[src/rtl/ahb_burst_addr_gen.sv]
// AHB burst address generator: turns one burst request into per-beat HADDR/HTRANS.
// Latency: first address phase one cycle after accept; done pulses one cycle after last beat.
// Backpressure: HREADY=0 freezes the address phase; reqReady is low while a burst runs.
module ahb_burst_addr_gen #(
    parameter int ADDR_WIDTH = 32,
    parameter int DATA_WIDTH = 32
) (
    input  logic                  HCLK,
    input  logic                  HRESET,
    input  logic                  reqValid,
    output logic                  reqReady,
    input  logic [ADDR_WIDTH-1:0] reqAddr,
    input  logic [2:0]            reqBurst,
    input  logic [2:0]            reqSize,
    input  logic                  reqWrite,
    input  logic [4:0]            reqLength,
    input  logic                  HREADY,
    output logic [ADDR_WIDTH-1:0] HADDR,
    output logic [1:0]            HTRANS,
    output logic [2:0]            HBURST,
    output logic [2:0]            HSIZE,
    output logic                  HWRITE,
    output logic                  busy,
    output logic                  done,
    output logic                  reqError
);

    typedef enum logic {ST_IDLE, ST_ACTIVE} state_t;

    // Largest HSIZE the data bus can carry in one beat.
    localparam logic [2:0] MAX_SIZE  = 3'($clog2(DATA_WIDTH / 8));
    localparam logic [1:0] TR_IDLE   = 2'b00;
    localparam logic [1:0] TR_NONSEQ = 2'b10;
    localparam logic [1:0] TR_SEQ    = 2'b11;

    state_t                r_state;
    state_t                w_state_nxt;
    logic [ADDR_WIDTH-1:0] r_haddr;
    logic [1:0]            r_htrans;
    logic [2:0]            r_hburst;
    logic [2:0]            r_hsize;
    logic                  r_hwrite;
    logic                  r_done;
    logic                  r_err;
    logic [4:0]            r_cnt;
    logic [4:0]            r_beats;

    logic [4:0]            w_req_beats;
    logic [ADDR_WIDTH-1:0] w_start_addr;
    logic [ADDR_WIDTH-1:0] w_incr;
    logic [ADDR_WIDTH-1:0] w_wrap_mask;
    logic [ADDR_WIDTH-1:0] w_incr_addr;
    logic [ADDR_WIDTH-1:0] w_next_addr;
    logic                  w_accept;
    logic                  w_reject;
    logic                  w_beat;
    logic                  w_last;
    logic                  w_wrap;
    logic                  w_cross;

    assign reqReady = (r_state == ST_IDLE) && !HRESET;
    assign w_accept = reqReady && reqValid && (reqSize <= MAX_SIZE);
    assign w_reject = reqReady && reqValid && (reqSize > MAX_SIZE);
    assign w_beat   = (r_state == ST_ACTIVE) && HREADY;
    assign w_last   = w_beat && (r_cnt == r_beats - 5'd1);

    // Start address is aligned down to the transfer size.
    assign w_start_addr = reqAddr & ~((ADDR_WIDTH'(1) << reqSize) - ADDR_WIDTH'(1));

    // Next-address arithmetic; wrap bursts keep the upper bits above the wrap boundary.
    assign w_incr      = ADDR_WIDTH'(1) << r_hsize;
    assign w_wrap_mask = (ADDR_WIDTH'(r_beats) << r_hsize) - ADDR_WIDTH'(1);
    assign w_incr_addr = r_haddr + w_incr;
    assign w_wrap      = (r_hburst[0] == 1'b0) && (r_hburst != 3'b000);
    assign w_next_addr = w_wrap ? ((r_haddr & ~w_wrap_mask) | (w_incr_addr & w_wrap_mask))
                                : w_incr_addr;
    // A 1 KB crossing on an incrementing burst must restart as NONSEQ.
    assign w_cross     = !w_wrap && (w_next_addr[ADDR_WIDTH-1:10] != r_haddr[ADDR_WIDTH-1:10]);

    // Beat count of the incoming request; INCR length is clamped to 1..16.
    always_comb begin
        w_req_beats = 5'd1;
        case (reqBurst)
            3'b000:         w_req_beats = 5'd1;
            3'b001: begin
                if (reqLength == 5'd0)       w_req_beats = 5'd1;
                else if (reqLength > 5'd16)  w_req_beats = 5'd16;
                else                         w_req_beats = reqLength;
            end
            3'b010, 3'b011: w_req_beats = 5'd4;
            3'b100, 3'b101: w_req_beats = 5'd8;
            default:        w_req_beats = 5'd16;
        endcase
    end

    // State register.
    always_ff @(posedge HCLK) begin
        if (HRESET) r_state <= ST_IDLE;
        else        r_state <= w_state_nxt;
    end

    // Next state: enter ACTIVE on accept, leave after the last beat is taken.
    always_comb begin
        w_state_nxt = r_state;
        case (r_state)
            ST_IDLE:   if (w_accept) w_state_nxt = ST_ACTIVE;
            ST_ACTIVE: if (w_last)   w_state_nxt = ST_IDLE;
            default:   w_state_nxt = ST_IDLE;
        endcase
    end

    // Address-phase registers, beat counter and status pulses.
    always_ff @(posedge HCLK) begin
        if (HRESET) begin
            r_haddr  <= '0;
            r_htrans <= TR_IDLE;
            r_hburst <= 3'b000;
            r_hsize  <= 3'b000;
            r_hwrite <= 1'b0;
            r_done   <= 1'b0;
            r_err    <= 1'b0;
            r_cnt    <= 5'd0;
            r_beats  <= 5'd1;
        end else begin
            r_done <= w_last;
            r_err  <= w_reject;
            if (w_accept) begin
                r_haddr  <= w_start_addr;
                r_htrans <= TR_NONSEQ;
                r_hburst <= reqBurst;
                r_hsize  <= reqSize;
                r_hwrite <= reqWrite;
                r_cnt    <= 5'd0;
                r_beats  <= w_req_beats;
            end else if (w_beat) begin
                if (w_last) begin
                    r_htrans <= TR_IDLE;
                end else begin
                    r_cnt    <= r_cnt + 5'd1;
                    r_haddr  <= w_next_addr;
                    r_htrans <= w_cross ? TR_NONSEQ : TR_SEQ;
                end
            end
        end
    end

    assign HADDR    = r_haddr;
    assign HTRANS   = r_htrans;
    assign HBURST   = r_hburst;
    assign HSIZE    = r_hsize;
    assign HWRITE   = r_hwrite;
    assign busy     = (r_state == ST_ACTIVE);
    assign done     = r_done;
    assign reqError = r_err;

endmodule

[config.mk]
export PLATFORM = sky130hd
export DESIGN_NAME = ahb_burst_addr_gen
export DESIGN_NICKNAME = d
export VERILOG_FILES = /design/src/rtl/ahb_burst_addr_gen.sv
export SDC_FILE = /design/constraint.sdc
export NUM_CORES = 1
export LEC_CHECK = 0
export ABC_AREA = 1
export CORE_MARGIN = 4
export CORE_UTILIZATION = 50
export DETAILED_ROUTE_END_ITERATION = 16
export GPL_TIMING_DRIVEN = 0
export PLACE_DENSITY = 0.78
export SLEW_MARGIN = 20
export SYNTH_ARGS = -nofsm -noshare
export SYNTH_HDL_FRONTEND = slang
export SYNTH_SLANG_ARGS = --single-unit
[constraint.sdc]
create_clock -name HCLK -period 2.8 [get_ports HCLK]
set_input_delay 0.56 -clock HCLK [delete_from_list [all_inputs] [get_ports HCLK]]
set_output_delay 0.56 -clock HCLK [all_outputs]
set_load 0.01 [all_outputs]
==> reports/results.ini, run 1 <==
[outcome]
status = completed

[finish]
fillers = 796
layout_commonest_cell = nand2_1
utilization = 0.670
syn2layout_area_growth_pct = 30.3
fin_cells = 924
drive_gt1_frac = 0.137
final_cell_area_sq_um = 5850
num_antenna_cells = 0
nets = 877
layout_common_cells = nand2_1, clkdlybuf4s50_1, nor2_1, inv_1, a21oi_1

[placed_design]
hpwl_um = 12100
dp.cells = 909
gp_congestion = 0.982
port_buffers = 92
pre_cts_ws_ps = -71.2
placed_cell_area_sq_um = 5540

[sta]
fmax_mhz = 372
post-route-period-util = 0.960
fin_crit_ps = 2690
setup_viol = 0
tns_ps = 0
final-max-slew-violation-count = 0
slew_headroom = 0.494
fin_skew_ps = 7.84
timing.final.ws_setup_ps = 111
finalHoldViolCount = 0
fin_hold_ws_ps = 486
worst_slew_pin_slew_ps = 759

[grt]
grt_pass1_wl_um = 24300
grt-ovfl-total = 0
grt_max_degree = 19
antenna_found_initial = 0
grt_pass1_vias = 4733
grt_usage = 0.297

[floorplan]
pin_count = 93
die_h_um = 103
core_area_sq_um = 8720
die-area_sq_um = 10600
die_x_um = 103
fp-row-count = 34
start_util = 0.514

[critical_path]
reg2reg_depth = 17
start_kind = flip-flop
critPathRequiredTime_ps = 3060
reg2reg_slack_ps = 110
critPathArrivalTime_ps = 2950
crit_type = flip-flop to flip-flop
cp-end-kind = flip-flop
r2r-start = HSIZE[2]
reg2reg_to = HTRANS[0]
crit_fanout = 10

[synth]
synth_flop_cell = dfxtp_1
syn_area_sq_um = 4490
ys_types = 52
ys_async_sr_fraction = 0
ys_seq_area_frac = 0.241
ys.warnings.count = 0
syn_inst = 709
syn_nets = 771
ys_ff_latch = 54
synth_edf_count = 0
syn_area_per_cell_sq_um = 6.33

[pwr]
peakVddDrop_uv = 210
power_mw = 2.03
power_frac_clock = 0.286
power_density_nw_per_um2 = 347
p_switching_mw = 0.695
seq_power_share = 0.414
power_frac_comb = 0.301
p_leak_nw = 2.44
p_int_mw = 1.34
switching_share = 0.342

[clocking]
clock_path_buffers = 2
cts_sinks = 54
clockRootBuffer = clkbuf_8
cts_inserted_buffers = 5
cts_hold_buf = 0
h-tree-depth = 2
cts_tree = done
path_clk_slew_ps = 120
worstSkewPairLatency_ps = 320

[detailed_routing]
dr.pass1.iters = 6
drt_iter0_markers = 383
routed_via_density = 5.65
wl_um = 15800
dr_total_vias = 5217
drcViolationCount = 0
routedWlPerCell_um = 17.1
ant_nets = 0

[min_path]
min_to = HTRANS[1]
min_path_cells = 2
holdCritPathClass = flip-flop to flip-flop
hp-start = HTRANS[1]

[job]
cap_viol_max_count = 0

-- metal layers --
layer  global-route usage  wire length, um
met5                    0                0
met4               0.0787              270
met3               0.0413             1650
met2                0.466             7110
met1                0.427             6790
-- logic make-up after synthesis --
logic type	after synthesis	synth area share
compound gates	140	0.177
simple gates	392	0.419
buf+inv	89	0.0837
flops	54	0.241
xor+xnor	19	0.0371
mux	1	0.00223
fa+ha+maj	14	0.0407
-- Yosys cell counts (all sizes together), types with 2 or more instances --
master	count	share of area
nand2	217	0.20
nor2	88	0.086
inv	63	0.054
a21oi	60	0.069
dfxtp	54	0.24
nand3	50	0.075
o21ai	46	0.051
nor3	14	0.020
xor2	14	0.027
buf	13	0.019
ha	13	0.036
clkbuf	12	0.010
nand4	12	0.017
o211ai	10	0.017
a31oi	8	0.011
xnor2	5	0.0098
nand3b	4	0.012
or2	4	0.0056
a211oi	3	0.0050
o221ai	3	0.0059
and2	2	0.0028
o21bai	2	0.0033
-- final cells by class --
class / count / area (sq um) / share of cell area
Buffer: 25 / 138 / 0.0235
Clock buffer: 5 / 68.8 / 0.0118
Clock inverter: 3 / 47.5 / 0.00813
Inverter: 64 / 249 / 0.0426
Multi-Input combinational cell: 566 / 3150 / 0.539
Sequential cell: 54 / 1080 / 0.185
Tap cell: 108 / 135 / 0.0231
Timing Repair Buffer: 99 / 973 / 0.167
-- power by group through the flow --
stage / clock network [mW] / registers, mW / logic, mW
2_1_floorplan: 0 / 0.857 / 0.338
3_3_place_gp: 0 / 0.853 / 0.572
3_5_place_dp: 0 / 0.854 / 0.580
4_1_cts: 0.586 / 0.837 / 0.587
5_1_grt: 0.613 / 0.844 / 0.664
6_report: 0.580 / 0.840 / 0.610
-- worst max-delay path, stage by stage (launching register included) --
cell      delay (ps)
dfxtp_1          370
clkbuf_4         250
nor3_4            50
ha_2             210
fa_2             360
nand3_1           90
nand2_1          120
nand2_1          130
nand2_4           90
nand2_2          140
inv_1            110
nand4_1           80
inv_1             50
nand2_2           80
nand2_1           60
o21ai_1          210
nand2_1           80
a21oi_1          130
-- worst max-delay path by stage --
stage / from / to / slack (ps) / depth (start not counted)
detailed placement: reqSize[0] / HADDR[19] / -70 / 9
floorplan: HSIZE[1] / HADDR[17] / 300 / 20
CTS: HSIZE[1] / HADDR[17] / 10 / 20
finish: HSIZE[2] / HTRANS[0] / 110 / 17
global route: HSIZE[2] / HTRANS[0] / -40 / 17
global placement: reqSize[0] / HADDR[19] / -30 / 9
-- repair_timing --
action,in CTS,in global routing
pin swaps,2,6
setup endpoints to repair,4,19
gates resized for setup,3,33
hold endpoints to repair,0,0
buffers inserted,2,5
(Power assumes the default switching activity.)
==> inputs of run 2 (changes only) <==
Settings changed: CAP_MARGIN from default to 20.
==> results of run 2 <==
The final DEF is identical to that of run 1; final timing and power are the same.
==> inputs of run 3 (changes only) <==
Settings changed: CTS_CLUSTER_SIZE from default to 40.
==> results of run 3 <==
The final DEF is identical to that of run 1; final timing and power are the same.
